## src/rtl/byte_codec_pkg.sv

```systemverilog
// byte_codec_pkg: shared constants, state encoding and beat arithmetic for the ByteEncode/ByteDecode stream blocks
package byte_codec_pkg;
  localparam int N_COEFFS = 256;
  localparam int Q = 3329;
  localparam int D_MAX = 12;
  typedef enum logic [1:0] {IDLE, FILL, FLUSH, DONE} state_t;
  // number of output beats for one polynomial encoded at width d
  function automatic int beats_per_poly(input int d, input int out_bytes);
    return N_COEFFS * d / (8 * out_bytes);
  endfunction
endpackage

```

## src/rtl/bit_accumulator.sv

```systemverilog
// bit_accumulator: LSB-first bit FIFO with variable-width append and fixed-width pop
module bit_accumulator #(
  parameter int ACC_W = 80,
  parameter int IN_W = 48,
  parameter int POP_W = 32,
  parameter int FW = $clog2(ACC_W + 1)
) (
  input  logic             i_clk,
  input  logic             i_rst,
  input  logic             i_push,
  input  logic [FW-1:0]    i_len,
  input  logic [IN_W-1:0]  i_data,
  input  logic             i_pop,
  output logic [ACC_W-1:0] o_acc,
  output logic [FW-1:0]    o_fill
);
  logic [ACC_W-1:0] r_acc;
  logic [ACC_W-1:0] w_base;
  logic [FW-1:0]    r_fill;
  logic [FW-1:0]    w_base_fill;
  // pop first so a same-cycle append lands right above the surviving bits
  always_comb begin
    w_base = i_pop ? r_acc >> POP_W : r_acc;
    w_base_fill = i_pop ? r_fill - FW'(POP_W) : r_fill;
  end
  // append data is pre-masked by the producer, so bits above fill stay zero
  always_ff @(posedge i_clk) begin
    if (i_rst) begin
      r_acc <= '0;
      r_fill <= '0;
    end else begin
      r_acc <= w_base | (i_push ? ACC_W'(i_data) << w_base_fill : '0);
      r_fill <= w_base_fill + (i_push ? i_len : '0);
    end
  end
  assign o_acc = r_acc;
  assign o_fill = r_fill;
endmodule

```

## src/rtl/stream_byte_encode.sv

```systemverilog
// stream_byte_encode: streaming ByteEncode_d packer; define RANGE_CHECK_EN to flag out-of-range coefficients on err_o
module stream_byte_encode #(
  parameter int COEFFS_PER_CYCLE = 4,
  parameter int OUT_BYTES = 4,
  parameter int IN_WIDTH = 16,
  parameter int D_MAX = 12
) (
  input  logic                                 clk_i,
  input  logic                                 rst_i,
  input  logic                                 start_i,
  input  logic [3:0]                           d_i,
  output logic                                 busy_o,
  output logic                                 done_o,
  input  logic                                 coeff_valid_i,
  output logic                                 coeff_ready_o,
  input  logic [COEFFS_PER_CYCLE*IN_WIDTH-1:0] coeff_i,
  output logic                                 byte_valid_o,
  input  logic                                 byte_ready_i,
  output logic [OUT_BYTES*8-1:0]               byte_o,
  output logic                                 last_o,
  output logic                                 err_o
);
  import byte_codec_pkg::*;
  localparam int OW = OUT_BYTES * 8;
  localparam int PW = COEFFS_PER_CYCLE * D_MAX;
  localparam int ACC_W = OW + PW;
  localparam int FW = $clog2(ACC_W + 1);
  localparam int NB_IN = N_COEFFS / COEFFS_PER_CYCLE;
  localparam int CW = $clog2(NB_IN);
  localparam int BW = $clog2(32 * D_MAX + 1);
  state_t               r_state;
  logic [3:0]           r_d;
  logic [CW-1:0]        r_cin;
  logic [BW-1:0]        r_bout;
  logic [FW-1:0]        w_fill;
  logic [FW-1:0]        w_len;
  logic [ACC_W-1:0]     w_acc;
  logic [PW-1:0]        w_packed;
  logic [IN_WIDTH-1:0]  w_mask;
  logic                 w_start_ok;
  logic                 w_in_hs;
  logic                 w_out_hs;
  logic                 w_last_in;
  assign w_start_ok = r_state == IDLE && start_i && d_i != 4'd0 && d_i <= 4'(D_MAX);
  assign w_len = FW'(COEFFS_PER_CYCLE * int'(r_d));
  assign w_mask = ~({IN_WIDTH{1'b1}} << r_d);
  assign w_last_in = r_cin == CW'(NB_IN - 1);
  assign coeff_ready_o = r_state == FILL && w_fill <= FW'(ACC_W) - w_len;
  assign byte_valid_o = w_fill >= FW'(OW);
  assign byte_o = w_acc[OW-1:0];
  assign last_o = byte_valid_o && r_bout == BW'(beats_per_poly(int'(r_d), OUT_BYTES) - 1);
  assign w_in_hs = coeff_valid_i && coeff_ready_o;
  assign w_out_hs = byte_valid_o && byte_ready_i;
  assign busy_o = r_state == FILL || r_state == FLUSH;
  assign done_o = r_state == DONE;
  // squeeze the low d bits of each coefficient into one contiguous k*d-spaced field
  always_comb begin
    w_packed = '0;
    for (int k = 0; k < COEFFS_PER_CYCLE; k++)
      w_packed = w_packed | (PW'(coeff_i[k*IN_WIDTH +: IN_WIDTH] & w_mask) << (k * int'(r_d)));
  end
  bit_accumulator #(
    .ACC_W(ACC_W),
    .IN_W(PW),
    .POP_W(OW),
    .FW(FW)
  ) u_acc (
    .i_clk(clk_i),
    .i_rst(rst_i),
    .i_push(w_in_hs),
    .i_len(w_len),
    .i_data(w_packed),
    .i_pop(w_out_hs),
    .o_acc(w_acc),
    .o_fill(w_fill)
  );
  // sequence one polynomial: latch d on start, count input and output beats
  always_ff @(posedge clk_i) begin
    if (rst_i) begin
      r_state <= IDLE;
      r_d <= '0;
      r_cin <= '0;
      r_bout <= '0;
    end else begin
      if (w_start_ok) begin
        r_state <= FILL;
        r_d <= d_i;
        r_cin <= '0;
        r_bout <= '0;
      end
      if (w_in_hs) begin
        r_cin <= r_cin + CW'(1);
        if (w_last_in) r_state <= FLUSH;
      end
      if (w_out_hs) begin
        r_bout <= r_bout + BW'(1);
        if (last_o) r_state <= DONE;
      end
      if (r_state == DONE) r_state <= IDLE;
    end
  end
`ifdef RANGE_CHECK_EN
  logic                r_err;
  logic                w_bad;
  logic [IN_WIDTH:0]   w_lim;
  // d=12 coefficients live mod q, narrower widths must fit in d bits
  always_comb begin
    w_lim = r_d == 4'd12 ? (IN_WIDTH+1)'(Q) : (IN_WIDTH+1)'(1) << r_d;
    w_bad = 1'b0;
    for (int k = 0; k < COEFFS_PER_CYCLE; k++)
      w_bad = w_bad | ({1'b0, coeff_i[k*IN_WIDTH +: IN_WIDTH]} >= w_lim);
  end
  // sticky until the next accepted start
  always_ff @(posedge clk_i) begin
    if (rst_i) r_err <= 1'b0;
    else if (w_start_ok) r_err <= 1'b0;
    else if (w_in_hs && w_bad) r_err <= 1'b1;
  end
  assign err_o = r_err;
`else
  assign err_o = 1'b0;
`endif
endmodule

```

## config.mk

```make
export PLATFORM = sky130hd
export DESIGN_NAME = stream_byte_encode
export DESIGN_NICKNAME = d
export VERILOG_FILES = /design/src/rtl/byte_codec_pkg.sv /design/src/rtl/bit_accumulator.sv /design/src/rtl/stream_byte_encode.sv
export SDC_FILE = /design/constraint.sdc
export NUM_CORES = 1
export LEC_CHECK = 0
export ABC_AREA = 1
export CORE_MARGIN = 8
export CORE_UTILIZATION = 55
export DETAILED_ROUTE_END_ITERATION = 8
export GPL_TIMING_DRIVEN = 0
export PLACE_DENSITY = 0.8
export SYNTH_ARGS = -nofsm -noshare
export SYNTH_HDL_FRONTEND = slang
export SYNTH_SLANG_ARGS = --single-unit
```

## constraint.sdc

```tcl
create_clock -name clk_i -period 7.5 [get_ports clk_i]
set_input_delay 1.875 -clock clk_i [delete_from_list [all_inputs] [get_ports clk_i]]
set_output_delay 1.875 -clock clk_i [all_outputs]
set_load 0.02 [all_outputs]
```

==> flow_summary_export.csv <==
group,metric,value,unit
floorplan,die_x,159,um
clock_tree,cts_buffers,9,
clock_tree,cts_sinks,106,
logic_synthesis,synth.distinct_cells,49,
worst_setup_path,worstPathArrival,4.31,ns
timing,finalSetupViolCount,0,
pwr,p_leak,5.87,nW
pwr,switching_share,53.7,%
timing,tns,0,ns
worst_setup_path,crit_required,5.62,ns
min_path,min_path_type,"reg -> reg",
pwr,internal_power,1.66,mW
drt,drt_iter0_markers,3014,
drt,drc_errors,0,
pwr,clock_power_share,15.0,%
global_route,grt_max_degree,19,
global_route,grt_pass1_vias,14400,
clock_tree,cts_tree,"done",
timing,hold_ws,0.466,ns
place,hpwlAfterDp,43000,um
clock_tree,cts.htree.levels,3,
logic_synthesis,yosysTopAreaCell,"nand3_1",
timing,slew_headroom,31.7,%
drt,first_pass_iters,7,
drt,wirelength,53600,um
floorplan,initial_core_util,55.9,%
clock_tree,root_buffer,"clkbuf_16",
logic_synthesis,netlist_top_cells_area,"nand3_1 22%, nand2_1 21%, dfxtp_1 19%",
drt,dr_total_vias,15700,
clock_tree,postCtsSetupBuffers,0,
timing,fmax,0.162,GHz
floorplan,dieArea,25400,um^2
logic_synthesis,synth_top_area_share,22.2,%
worst_setup_path,crit_path_end_kind,"output pin",
run_status,outcome,"finished, final reports clean",
logic_synthesis,ys.flop_type,"dfxtp_1",
pwr,comb_power_share,65.2,%
drt,drtAntennaViolNets,0,
clock_tree,cts.repair.resized,0,
logic_synthesis,synth_seq_cells,106,
pwr,p_switching,1.92,mW
global_route,grt_pass1_wl,81200,um
layout,layout-drive-gt1-share,6.55,%
timing,grt_setup_unrepaired,"false",
worst_setup_path,startpoint_type,"flip-flop",
worst_setup_path,cp_max_fo,14,
timing,fin_crit_sh,82.4,%
pwr,peakVddDrop,0.000180,V
clock_tree,clk_path_buf_depth,2,
drt,drt-wirelength-per-cell,22.3,um
pwr,seqPwrFrac,19.8,%
layout,diodes,0,
logic_synthesis,synth_common_cells,"630 x nand2_1, 502 x nand3_1, 108 x nor2_1",
layout,nNetsFinal,2239,
floorplan,fp.dieH,159,um
place,gp_congestion,1.14,
timing,min_period,6.18,ns
floorplan,num_rows,52,
layout,areaGrowthSynthToFinish,15.2,%
flow_run,maxCapViolations,0,
global_route,antenna_found_initial,2,
floorplan,core_area,20200,um^2
drt,vias_per_cell,6.52,
floorplan,ios,111,
timing,clock-skew-final,0.00707,ns
logic_synthesis,seq_area_frac_synth,18.8,%
global_route,grt_overflow,0,
logic_synthesis,ys_async_sr_fraction,0,%
logic_synthesis,netlist_area,11300,um^2
pwr,power_density,275,nW/um^2
logic_synthesis,yosysMostFrequentCell,"nand2_1",
worst_setup_path,critPathKind,"reg -> out",
global_route,grt_usage,40.5,%
logic_synthesis,syn_inst,2019,
timing,finalMaxSlewViolations,0,
logic_synthesis,syn-num-nets,2124,
timing,hold_violations,0,
clock_tree,insertion_delay,0.36,ns
clock_tree,path_clk_slew,0.07,ns
logic_synthesis,yosys_warnings,0,
layout,fill_cells,2031,
logic_synthesis,synth_edf_count,0,
timing,worstMarginPinSlew,1.02,ns
clock_tree,cts_hold_buf,0,
pwr,total_power,3.58,mW
logic_synthesis,syn_avg_cell_area,5.60,um^2
place,io_buffer_count,104,
path summary, 6_finish.rpt:
path                                       from               to  slack [ns]  cells after the start
worst max register to register           r_d[1]  u_acc.o_fill[6]        2.22                     25
worst min-delay path            u_acc.o_acc[79]  u_acc.o_acc[79]        0.47                      2
worst min register to register  u_acc.o_acc[79]  u_acc.o_acc[79]        0.47                      2
worst max-delay path                     r_d[1]           last_o        1.32                     12
registers in the layout (all words and copies together) (netlist names):
| name | cells |
|---|---|
| r_state | 2 |
| u_acc.o_acc | 80 |
| r_cin | 6 |
| u_acc.o_fill | 5 |
| r_d | 4 |
| r_bout | 9 |
stage by stage:
stage | setup slack [ns] | cells | util (%) | instance area, um^2
after floorplan | 2.90 | 2019 | - | 11300
after global placement | 1.89 | 2393 | 62.7 | 12700
after detailed placement | 1.87 | 2393 | 62.7 | 12700
after CTS | 1.45 | 2409 | 64.4 | 13000
after global routing | 1.25 | 2409 | 64.4 | 13000
final | 1.32 | 2409 | 64.4 | 13000
cell type report:
cell class / instances / area, um^2 / area share [%]
sequential: 106 / 2120 / 16.3
clock inverter: 6 / 97.6 / 0.749
multi-input combinational: 1640 / 7910 / 60.7
buffer: 174 / 911 / 6.99
timing repair buffer: 104 / 1040 / 7.99
tap: 270 / 338 / 2.59
inverter: 99 / 372 / 2.85
clock buffer: 10 / 239 / 1.83
worst max-delay path: stages, from the launching register on:
cell and delay (ns):
dfxtp_1 0.39, inv_1 0.22, buf_2 0.28, buf_2 0.40
ha_1 0.40, buf_4 0.22, clkbuf_1 0.37, nand2_1 0.18
nand2_1 0.06, nor2_1 0.09, nand3_1 0.07, a2111oi_1 0.52
clkdlybuf4s50_1 0.71
power by group through the flow:
stage	Combinational, mW	Sequential (mW)	Clock (mW)
floorplan	1.48	0.705	0
global placement	2.14	0.715	0
detailed placement	2.18	0.719	0
CTS	2.20	0.707	0.537
global route	2.46	0.718	0.558
finish	2.33	0.709	0.537
cell usage in the layout, fill, tap and decap left out, types with 46 or more instances in the layout:
master and n:
nand2_1 630, dfxtp_1 106, buf_4 46, nor2_1 108, nand3_1 502, o21ai_0 68, a21oi_1 105, clkdlybuf4s50_1 104
nand4_1 66, clkbuf_1 62, inv_1 88
logic make-up (layout without fill, tap and decap cells):
kind of cell    after synthesis  in the layout  synth area share [%]
compound gates              256            256                  12.6
xor+xnor                      6              6                 0.630
fa+ha+maj                    32             32                  3.67
buf+inv                     273            393                  11.3
flops                       106            106                  18.8
mux                           3              3                 0.265
other cells                   1              1                0.0331
simple gates               1342           1342                  52.7
routing by layer:
layer / share of wire [%] / routed length, um / up-vias / track usage, %
met5: 0.030 / 16 / - / 0
met4: 6.0 / 3210 / 2 / 20.2
met3: 17 / 9070 / 282 / 16.7
met2: 41 / 22100 / 1364 / 60.3
met1: 36 / 19200 / 7013 / 49.4
li1: - / - / 7038 / -
Note: power is estimated with default switching activity, not from simulation.
